[src/rtl/aes_pkg.sv]
// Shared AES datapath definitions: row count, ShiftRows offsets,
// cipher direction and skid-buffer occupancy encoding.
package aes_pkg;

    localparam int AES_ROWS = 4;

    typedef enum logic {
        AES_ENC = 1'b0,
        AES_DEC = 1'b1
    } aes_mode_e;

    typedef enum logic [1:0] {
        EMPTY = 2'd0,
        ONE   = 2'd1,
        TWO   = 2'd2
    } skid_state_e;

    // Rijndael uses a larger shift on rows 2 and 3 for 256-bit blocks.
    function automatic int aes_shift_offset(input int nb, input int row);
        if (nb == 8 && row >= 2)
            return row + 1;
        return row;
    endfunction

endpackage

[src/rtl/aes_shiftrow_perm.sv]
// Combinational ShiftRows / InvShiftRows byte permutation for a
// row-major Nb-column state; byte 0 of each row is its MSB byte.
module aes_shiftrow_perm
    import aes_pkg::*;
#(
    parameter  int NB = 4,
    localparam int W  = 32 * NB
) (
    input  logic         decrypt,
    input  logic [W-1:0] din,
    output logic [W-1:0] dout
);

    for (genvar r = 0; r < AES_ROWS; r++) begin : g_row
        for (genvar c = 0; c < NB; c++) begin : g_col
            localparam int S  = aes_shift_offset(NB, r);
            localparam int SE = (c + S) % NB;
            localparam int SD = (c + NB - S) % NB;
            localparam int HI = W - 1 - 8 * (r * NB + c);
            localparam int HE = W - 1 - 8 * (r * NB + SE);
            localparam int HD = W - 1 - 8 * (r * NB + SD);

            assign dout[HI -: 8] = decrypt ? din[HD -: 8]
                                           : din[HE -: 8];
        end
    end

endmodule

[src/rtl/aes_shiftrow_pipe.sv]
// ShiftRows/InvShiftRows stage with valid/ready and a 2-entry skid buffer.
// Define AES_SHIFTROW_PERF_EN to add perf_blocks/perf_stalls counters.
module aes_shiftrow_pipe
    import aes_pkg::*;
#(
    parameter  int NB    = 4,
    parameter  int TAG_W = 4,
    localparam int W     = 32 * NB
) (
    input  logic             clock,
    input  logic             reset,
    input  logic             in_valid,
    output logic             in_ready,
    input  logic [W-1:0]     in_data,
    input  logic             in_decrypt,
    input  logic [TAG_W-1:0] in_tag,
    output logic             out_valid,
    input  logic             out_ready,
    output logic [W-1:0]     out_data,
`ifdef AES_SHIFTROW_PERF_EN
    output logic [31:0]      perf_blocks,
    output logic [31:0]      perf_stalls,
`endif
    output logic [TAG_W-1:0] out_tag
);

    if (!(NB == 4 || NB == 6 || NB == 8)) begin : g_bad_nb
        $error("aes_shiftrow_pipe: NB must be 4, 6 or 8");
    end

    if (TAG_W < 1) begin : g_bad_tag
        $error("aes_shiftrow_pipe: TAG_W must be at least 1");
    end

    aes_mode_e         mode;
    logic [W-1:0]      perm_data;

    skid_state_e       state;
    skid_state_e       state_nxt;
    logic              rdy_q;
    logic [W-1:0]      m_data;
    logic [TAG_W-1:0]  m_tag;
    logic [W-1:0]      s_data;
    logic [TAG_W-1:0]  s_tag;

    logic              accept;
    logic              xfer;
    logic              load_m;
    logic              load_s;
    logic              shift_s;

    assign mode = aes_mode_e'(in_decrypt);

    aes_shiftrow_perm #(
        .NB      (NB)
    ) u_perm (
        .decrypt (mode == AES_DEC),
        .din     (in_data),
        .dout    (perm_data)
    );

    assign in_ready  = rdy_q & ~reset;
    assign out_valid = (state != EMPTY);
    assign out_data  = m_data;
    assign out_tag   = m_tag;

    assign accept = in_valid & in_ready;
    assign xfer   = out_valid & out_ready;

    always_comb begin
        state_nxt = state;
        load_m    = 1'b0;
        load_s    = 1'b0;
        shift_s   = 1'b0;
        unique case (state)
            EMPTY: begin
                if (accept) begin
                    state_nxt = ONE;
                    load_m    = 1'b1;
                end
            end
            ONE: begin
                if (accept && !xfer) begin
                    state_nxt = TWO;
                    load_s    = 1'b1;
                end else if (xfer && !accept) begin
                    state_nxt = EMPTY;
                end else if (xfer && accept) begin
                    load_m    = 1'b1;
                end
            end
            TWO: begin
                if (xfer) begin
                    state_nxt = ONE;
                    shift_s   = 1'b1;
                end
            end
            default: state_nxt = EMPTY;
        endcase
    end

    // in_ready is a flop so upstream never sees a combinational path
    always_ff @(posedge clock) begin
        if (reset) begin
            state  <= EMPTY;
            rdy_q  <= 1'b1;
            m_data <= '0;
            m_tag  <= '0;
            s_data <= '0;
            s_tag  <= '0;
        end else begin
            state <= state_nxt;
            rdy_q <= (state_nxt != TWO);
            if (load_m) begin
                m_data <= perm_data;
                m_tag  <= in_tag;
            end else if (shift_s) begin
                m_data <= s_data;
                m_tag  <= s_tag;
            end
            if (load_s) begin
                s_data <= perm_data;
                s_tag  <= in_tag;
            end
        end
    end

`ifdef AES_SHIFTROW_PERF_EN
    always_ff @(posedge clock) begin
        if (reset) begin
            perf_blocks <= '0;
            perf_stalls <= '0;
        end else begin
            if (xfer)
                perf_blocks <= perf_blocks + 32'd1;
            if (out_valid && !out_ready)
                perf_stalls <= perf_stalls + 32'd1;
        end
    end
`else
    // counters are not built in this configuration
`endif

endmodule

[config.mk]
export PLATFORM = sky130hd
export DESIGN_NAME = aes_shiftrow_pipe
export DESIGN_NICKNAME = d
export VERILOG_FILES = /design/src/rtl/aes_pkg.sv /design/src/rtl/aes_shiftrow_perm.sv /design/src/rtl/aes_shiftrow_pipe.sv
export SDC_FILE = /design/constraint.sdc
export NUM_CORES = 1
export LEC_CHECK = 0
export BUFFER_PORTS_ARGS = -buffer_cell sky130_fd_sc_hd__buf_2
export CELL_PAD_IN_SITES_DETAIL_PLACEMENT = 1
export CELL_PAD_IN_SITES_GLOBAL_PLACEMENT = 2
export CORE_MARGIN = 5
export CORE_UTILIZATION = 28
export DETAILED_ROUTE_END_ITERATION = 16
export HOLD_SLACK_MARGIN = 0.12
export PLACE_DENSITY = 0.81
export SLEW_MARGIN = 30
export SYNTH_ARGS = -nofsm -noshare
export SYNTH_HDL_FRONTEND = slang
export SYNTH_SLANG_ARGS = --single-unit
[constraint.sdc]
create_clock -name clock -period 2.1 [get_ports clock]
set_input_delay 0.315 -clock clock [delete_from_list [all_inputs] [get_ports clock]]
set_output_delay 0.315 -clock clock [all_outputs]
set_load 0.02 [all_outputs]
# After elaboration in Yosys (flattened, before gate mapping)
# Cells that the tools add are included.
# word_totals
regBits,267
latch_bits,0
mem_bits_rw,0
mem_bits_ro,0
elab_cells,47
mem_count,0
# op_classes
addsub,0
mul,0
n_div,0
magnitude_cmp,0
eq_ne,3
shifts,0
muxes,26
n_bitwise,4
reduce_logical,8
# ops
cell,count
128-bit two-way mux,2
8-bit two-way mux,8
1-bit two-way mux,8
2-bit two-way mux,4
4-bit two-way mux,2
2-bit one-hot mux with 3 select lines,1
2-bit nonzero test,2
1-bit bitwise AND,3
1-bit logical AND,3
"2-bit by 1-bit equality test with 1-bit output, second input constant",1
"2-bit equality test, second input constant",1
1-bit logical NOT,2
2-bit logical NOT,1
"2-bit inequality test, second input constant",1
1-bit one-hot mux with 2 select lines,1
1-bit inverter,1

# Depth between registers and ports, before layout
# Gate-level depths: netlist of run 1.
# logic_depth
depth_word,9
depth_mapped,7

# Hierarchy
# Synthesis of run 1 repeated with hierarchy kept, for this count alone.
# hier_totals
cells_unflattened,1461
area_unflattened_um2,11843.9
# modules_own_cells
mod,instances,cells_per_inst,area_per_inst_um2,seq_area_each_um2
aes_shiftrow_pipe,1,1326,10286.1,5345.1
aes_shiftrow_perm,1,135,1557.7,0.0

# Worst setup path after synthesis of run 1
# No wires, ideal clock.
# synth_path
path_kind,input-to-reg
from,input port out_ready
to,register s_data[118]
arrival_time_ns,1.629
path_slack_ns,0.339
path_stages,7
path_cell_list,and2b_4 > or4b_1 > clkbuf_1 > buf_2 > clkbuf_1 > nand2_1 > a21oi_1
# synth_via
elab_chain_len,5
# synth_lines
item,line_no,source
start: declaration,aes_shiftrow_pipe.sv:18,"input logic out_ready,"
1-bit bitwise AND,aes_shiftrow_pipe.sv:68,assign xfer = out_valid & out_ready;
1-bit logical NOT,aes_shiftrow_pipe.sv:83,if (accept && !xfer) begin
1-bit logical AND,aes_shiftrow_pipe.sv:83,
1-bit two-way mux,aes_shiftrow_pipe.sv:83,
1-bit two-way mux,aes_shiftrow_pipe.sv:75,unique case (state)
end signal: assignment,aes_shiftrow_pipe.sv:122,s_data <= perm_data;
end: declaration,aes_shiftrow_pipe.sv:43,logic [W-1:0] s_data;
# Every way passes these cells.
# A chain may end at the register's enable or synchronous reset.

# Worst setup path after layout of run 1
# layout_path
from,register rdy_q
to,register m_data[51] (netlist: out_data[51])
# layout_via
elab_chain_len,8
elab_cells_between_ends,13
cone_classes,6 x mux; 2 x bitwise; 5 x reduce/logical
# layout_lines
item,line_no,source
start: declaration,aes_shiftrow_pipe.sv:40,logic rdy_q;
start signal: assignment,aes_shiftrow_pipe.sv:113,rdy_q <= (state_nxt != TWO);
1-bit bitwise AND (*),aes_shiftrow_pipe.sv:62,assign in_ready = rdy_q & ~reset;
1-bit bitwise AND (*),aes_shiftrow_pipe.sv:67,assign accept = in_valid & in_ready;
1-bit logical AND / 1-bit logical NOT (equally long branches),"aes_shiftrow_pipe.sv:88, aes_shiftrow_pipe.sv:86",
1-bit two-way mux / 1-bit logical AND (equally long branches),"aes_shiftrow_pipe.sv:88, aes_shiftrow_pipe.sv:86",
1-bit two-way mux,aes_shiftrow_pipe.sv:86,end else if (xfer && !accept) begin
1-bit two-way mux,aes_shiftrow_pipe.sv:83,
1-bit one-hot mux with 2 select lines (*),aes_shiftrow_pipe.sv:75,
128-bit two-way mux / 2-bit nonzero test (equally long branches),n/a,
end signal: assignment,aes_shiftrow_pipe.sv:115,m_data <= perm_data;
end signal: assignment,aes_shiftrow_pipe.sv:118,m_data <= s_data;
end: declaration,aes_shiftrow_pipe.sv:41,logic [W-1:0] m_data;
# Every way passes the cells marked *; elsewhere a longest branch is shown, timed or not.

==> flow_summary.yaml, run 1 <==
status:
  outcome: "complete, no violations"
timing:
  slew_viol_final: 0
  worst_slew_pin_slew_ns: 0.507
  fin_worst_skew_ns: 0.0157
  hold_violations: 0
  fin_crit_ns: 1.85
  hold_ws_ns: 0.171
  max_clock_freq_ghz: 0.539
  post-route-period-util_pct: 88.3
  tns_ns: 0
  relSlewSlack_pct: 66.1
  rsz0062_at_grt: "false"
  setup_viol: 0
power_and_ir_drop:
  p_leak_nw: 5.72
  p_int_mw: 9.25
  p_per_area_nw_per_um2: 872
  p_sw_share_pct: 26.5
  power_mw: 12.6
  vdd_drop_max_mv: 0.585
  clockPowerShare_pct: 43.4
  pwr-share-comb_pct: 13.2
  p_switching_mw: 3.33
  seqPwrFrac_pct: 43.4
detailed_routing:
  dr.first_iter.drc_count: 437
  first_pass_iters: 4
  drc: 0
  vias: 10472
  avgRoutedWirePerCell_um: 18.2
  routed_wl_um: 38000
  ant_nets: 0
  viasPerCell: 5.02
cells_and_area:
  fill_cells: 4496
  drive_gt1_share_pct: 22.9
  final_common_cell: "nand2_1"
  final_cell_mix: "269 x nand2_1, 268 x buf_2, 266 x dfxtp_1"
  final_nets: 1690
  n_antenna_cell: 0
  syn_to_final_growth_pct: 34.9
floorplanning:
  die_w_um: 205
  die-area_um2: 42200
  std_cell_rows: 71
  core_area_um2: 37700
  die_h_um: 205
  start_util_pct: 28.4
  pin_count: 271
synth:
  synth_top_area_share_pct: 50.0
  synth-seq-cells: 267
  yosys.area_share.simple_pct: 15.0
  yosys.area.top_type: "dfxtp_1"
  synth_fp_nets: 1406
  muxShareOfSynthArea_pct: 6.08
  synth.cell_area_um2: 10700
  yosys.area_share.adder_pct: 0
  seq_area_frac_synth_pct: 50.0
  yosysUniqueCellTypes: 25
  synth_xor_xnor_area_share_pct: 0
  ys_top_cells_by_area: "dfxtp_1 50%, nand2_1 9.4%, a211oi_1 9.4%"
  postSynthAreaPerCell_um2: 8.43
  synth_top_family_by_area: "compound AO/OA/AOI/OAI gates"
  syn-instance-count: 1269
  synth-compound-area-share_pct: 24.1
  yosys_warnings: 0
worst_setup_path:
  critical_path_class: "reg2reg"
  cp_data_arrival_time_ns: 2.27
  start_kind: "flop"
  r2r_slack_ns: 0.25
  required_ns: 2.52
  crit_fanout: 68
  r2r_cells: 6
  crit_end: "out_data[51]"
  end_kind: "flop"
  r2r_start: "rdy_q"
  critPathLaunch: "rdy_q"
  r2r_end: "out_data[51]"
grt:
  grt_pass1_wl_um: 60000
  use_met2_pct: 29.2
  busiest_layer: "met2"
  grt_pass1_vias: 10893
  grt.overflow.total: 0
  antenna_found_initial: 1
  gr-usage-all-layers_pct: 17.3
  grt_use_met1_pct: 23.1
  grtUsageMet3_pct: 3.22
  grt_max_degree: 87
cts:
  clkLatencyLatePin_ns: 0.56
  numCtsBuffers: 31
  cts_root_buf: "clkbuf_16"
  path_clk_slew_ns: 0.06
  numClockSinks: 267
  tritoncts: "yes"
  clock_path_buffers: 3
  htree_levels: 1
placed_design:
  place_hpwl_um: 24400
  port_buffers: 270
  gp_congestion: 0.728
job:
  cap_violations: 0
min_path:
  hold_path.class: "in2reg"
-- kinds of logic (layout without fill, tap and decap cells) --
| logic type | after synthesis | count (layout) |
|---|---|---|
| compound gates | 399 | 399 |
| buf+inv | 125 | 431 |
| flops | 267 | 267 |
| mux | 65 | 65 |
| simple gates | 413 | 413 |
-- layer usage --
metal  wire (um)  vias up
met4         595        2
met3        2280       48
met5          13        -
li1            -     5036
met1       17200     5119
met2       17900      267
-- stage by stage --
stage / cells / cell area (um^2) / worst slack (ns) / util (%)
final: 2086 / 14400 / 0.246 / 38.3
after global routing: 2086 / 14400 / 0.0712 / 38.3
after CTS: 2086 / 14400 / 0.181 / 38.3
after detailed placement: 1962 / 12700 / 0.103 / 33.8
after global placement: 1962 / 12700 / 0.144 / 33.8
after floorplan: 1269 / 10700 / 0.339 / -
-- worst max-delay path, stage by stage (launching register included) --
cell	delay (ns)
dfxtp_1	0.32
nand2_1	0.09
buf_4	0.18
or4_2	0.58
buf_12	0.23
nor2_1	0.17
a211oi_1	0.08
-- sequential cells by signal (all words and copies together) (netlist names) --
signal and flops:
s_tag 4, out_data 128, s_data 128, state 2, out_tag 4, rdy_q 1
-- cell type report --
class	count	area (um^2)	share of cell area [%]
Sequential cell	267	5350	37.1
Multi-Input combinational cell	877	4860	33.7
Timing Repair Buffer	375	2560	17.8
Clock buffer	46	892	6.18
Tap cell	511	639	4.43
Clock inverter	9	125	0.867
Inverter	1	3.75	0.0260
-- worst min-delay path by stage --
stage           startpoint          end  slack [ns]  depth (start not counted)
6_report       in_data[21]   s_data[29]        0.17                          3
5_1_grt        in_data[64]   s_data[72]        0.17                          3
4_1_cts        in_data[28]   s_data[20]        0.14                          3
3_5_place_dp    s_data[98]   s_data[98]        0.45                          2
3_3_place_gp    s_data[37]   s_data[37]        0.44                          2
2_1_floorplan  s_data[100]  s_data[100]        0.44                          2
-- cells in the mapped netlist (all sizes together) --
cell type and instances:
nand2 269, dfxtp 267, a21oi 199, a211oi 134, nor2 134, clkbuf 82, mux2i 65, a221oi 63
buf 42, a221o 1, and2 1, and2b 1, inv 1, nand2b 1, nand3b 1, nor2b 1
nor4 1, nor4b 1, o21a 1, o22a 1, or2 1, or4 1, or4b 1
-- repair_timing --
item                                    in CTS  in global routing
endpoints found under the setup margin       0                  3
buffers inserted                             0                  0
hold buffers                                69                  0
resized for setup                            0                  1
hold endpoints to repair                   137                  0
-- power by group through the flow --
stage                     Clock (mW)  Combinational (mW)  Sequential [mW]
after floorplan                    0               0.682             5.77
after global placement             0                1.53             5.57
after detailed placement           0                1.57             5.57
after CTS                       5.62                1.67             5.47
after global routing            5.84                1.81             5.49
final                           5.46                1.66             5.47
Power figures use the tool's default switching activity.
==> run 2: changes to the inputs <==
--- a/config.mk
+++ b/config.mk
@@ -5,6 +5,7 @@
 export SDC_FILE = /design/constraint.sdc
 export NUM_CORES = 1
 export LEC_CHECK = 0
+export ABC_AREA = 1
 export BUFFER_PORTS_ARGS = -buffer_cell sky130_fd_sc_hd__buf_2
 export CELL_PAD_IN_SITES_DETAIL_PLACEMENT = 1
 export CELL_PAD_IN_SITES_GLOBAL_PLACEMENT = 2
@@ -12,7 +13,7 @@
 export CORE_UTILIZATION = 28
 export DETAILED_ROUTE_END_ITERATION = 16
 export HOLD_SLACK_MARGIN = 0.12
-export PLACE_DENSITY = 0.81
+export PLACE_DENSITY = 0.84
 export SLEW_MARGIN = 30
 export SYNTH_ARGS = -nofsm -noshare
 export SYNTH_HDL_FRONTEND = slang
==> run 2 against run 1 <==
Effect of this change:
- critical endpoint is now out_valid
- utilization fell by 2.4 points
- critical path depth fell by 3
- non-clock buffer count increased by 4
- register-to-register slack gained 0.03 ns
- synthesized area up 20%
- via count up 33%
- largest power group unchanged
==> flow_summary.yaml, run 2 <==
timing:
  hold_ws_ns: 0.147
  post-route-period-util_pct: 93.4
  fin_crit_ns: 1.96
  max_clock_freq_ghz: 0.510
  setup_viol: 0
  relSlewSlack_pct: 48.3
  slew_viol_final: 0
  tns_ns: 0
  hold_violations: 0
  rsz0062_at_grt: "false"
  fin_worst_skew_ns: 0.0117
  fin_ws_ns: 0.138
  worst_slew_pin_slew_ns: 0.775
synth:
  synthArstFlopShare_pct: 0
  synth_flop_cell: "dfxtp_1"
  yosysMostFrequentCell: "nand2_1"
  ys_top_cells_by_area: "dfxtp_1 42%, nand2_1 13%, o21ai_0 8.3%"
  postSynthAreaPerCell_um2: 6.81
  synth-seq-cells: 267
  synth_top_area_share_pct: 41.5
  synth_edf_count: 0
  syn-instance-count: 1889
  seq_area_frac_synth_pct: 41.5
  yosys_warnings: 0
  synth_fp_nets: 2026
  yosysUniqueCellTypes: 22
  ys_top_cells_by_count: "461 x nand2_1, 267 x dfxtp_1, 214 x o21ai_0"
  yosys.area.top_type: "dfxtp_1"
  synth.cell_area_um2: 12900
detailed_routing:
  routed_wl_um: 50700
  drc: 0
  dr.first_iter.drc_count: 951
  ant_nets: 0
  first_pass_iters: 5
  vias: 13941
  avgRoutedWirePerCell_um: 18.5
  viasPerCell: 5.09
worst_setup_path:
  required_ns: 1.78
  start_kind: "flop"
  crit_fanout: 33
  cp_data_arrival_time_ns: 1.65
  end_kind: "output port"
  critical_path_class: "reg2out"
cells_and_area:
  drive_gt1_share_pct: 17.8
  multi_input_comb_area_um2: 6180
  seq_area_um2: 5350
  final_nets: 2253
  final_common_cell: "nand2_1"
  finalNonFillerCells: 2738
  final_util_pct: 35.9
  syn_to_final_growth_pct: 26.7
  final_cell_mix: "460 x nand2_1, 268 x buf_2, 266 x dfxtp_1"
  fill_cells: 5733
power_and_ir_drop:
  pwr-share-comb_pct: 15.0
  clockPowerShare_pct: 42.0
  p_int_mw: 9.01
  p_per_area_nw_per_um2: 773
  seqPwrFrac_pct: 43.0
  vdd_drop_max_mv: 0.553
  p_switching_mw: 3.59
  p_sw_share_pct: 28.5
  p_leak_nw: 6.94
cts:
  cts_resized: 0
  cts_hold_buf: 68
  path_clk_slew_ns: 0.06
  clkLatencyLatePin_ns: 0.57
  numClockSinks: 267
  clock_path_buffers: 3
  postCtsSetupBuffers: 0
  htree_levels: 1
  cts_root_buf: "clkbuf_16"
  numCtsBuffers: 31
  tritoncts: "yes"
grt:
  antenna_found_initial: 0
  grt_max_degree: 135
  grt_pass1_vias: 14218
  grt.overflow.total: 0
  gr-usage-all-layers_pct: 19.1
  grt_pass1_wl_um: 79500
min_path:
  hold_path.class: "in2reg"
floorplanning:
  die-area_um2: 50400
  pin_count: 271
  std_cell_rows: 78
  core_area_um2: 45400
  start_util_pct: 28.4
  die_w_um: 224
  die_h_um: 224
placed_design:
  preCtsSetupSlack_ns: 0.201
  port_buffers: 270
  gp_congestion: 0.737
  dp_cells: 2615
  place_hpwl_um: 30600
job:
  cap_violations: 0
status:
  outcome: "complete, no violations"
run 2: cell types whose count changed in the layout (fill, tap and decap cells not counted), moves of 102 or more:
| cell | previous run | this run |
|---|---|---|
| inv_1 | 1 | 103 |
| nand4_1 | 0 | 132 |
| o21ai_0 | 0 | 214 |
| nand3_1 | 0 | 123 |
| a211oi_1 | 134 | 0 |
| nand2_1 | 269 | 460 |
run 2: path summary, 6_finish.rpt:
path / start / end / slack, ns / depth (start not counted)
worst min-delay path: in_data[81] / s_data[89] / 0.15 / 5
worst max register to register: state[0] / out_data[58] / 0.28 / 6
worst min register to register: out_data[75] / out_data[75] / 0.48 / 2
worst max-delay path: state[0] / out_valid / 0.14 / 3
run 2: cells by family after synthesis:
group / Yosys count / share of synthesized area (%)
and+or+nand+nor: 861 / 29.6
AOI/OAI and AO/OA: 467 / 18.2
buffers and inverters: 294 / 10.7
DFF: 267 / 41.5
run 2: metal layers:
metal	wire length (um)	track usage, %
met5	0	0
met4	932	4.30
met3	2420	2.78
met2	24400	33.4
met1	22900	25.1
run 2: cell type report:
| class | instances | area share [%] |
|---|---|---|
| tap | 600 | 4.60 |
| timing repair buffer | 379 | 16.1 |
| clock inverter | 4 | 0.161 |
| inverter | 109 | 2.54 |
| antenna | 1 | 0.0153 |
| sequential | 267 | 32.8 |
| clock buffer | 50 | 5.87 |
| multi-input combinational | 1328 | 37.9 |
run 2: power by group through the flow:
stage               combinational [mW]  clock [mW]  sequential, mW
floorplan                        0.874           0            5.71
global placement                  1.77           0            5.53
detailed placement                1.80           0            5.53
CTS                               1.90        5.47            5.42
global route                      2.07        5.67            5.44
finish                            1.89        5.29            5.42
run 2: metrics by stage:
step | cell area (um^2) | power, mW
6_report | 16300 | 12.6
2_1_floorplan | 12900 | 6.58
3_5_place_dp | 14600 | 7.33
4_1_cts | 16300 | 12.8
5_1_grt | 16300 | 13.2
3_3_place_gp | 14600 | 7.29
run 2: critical path, stage by stage (launching register included):
cell and delay (ns):
dfxtp_1 0.37, inv_4 0.36, nand2_1 0.15, buf_2 0.20
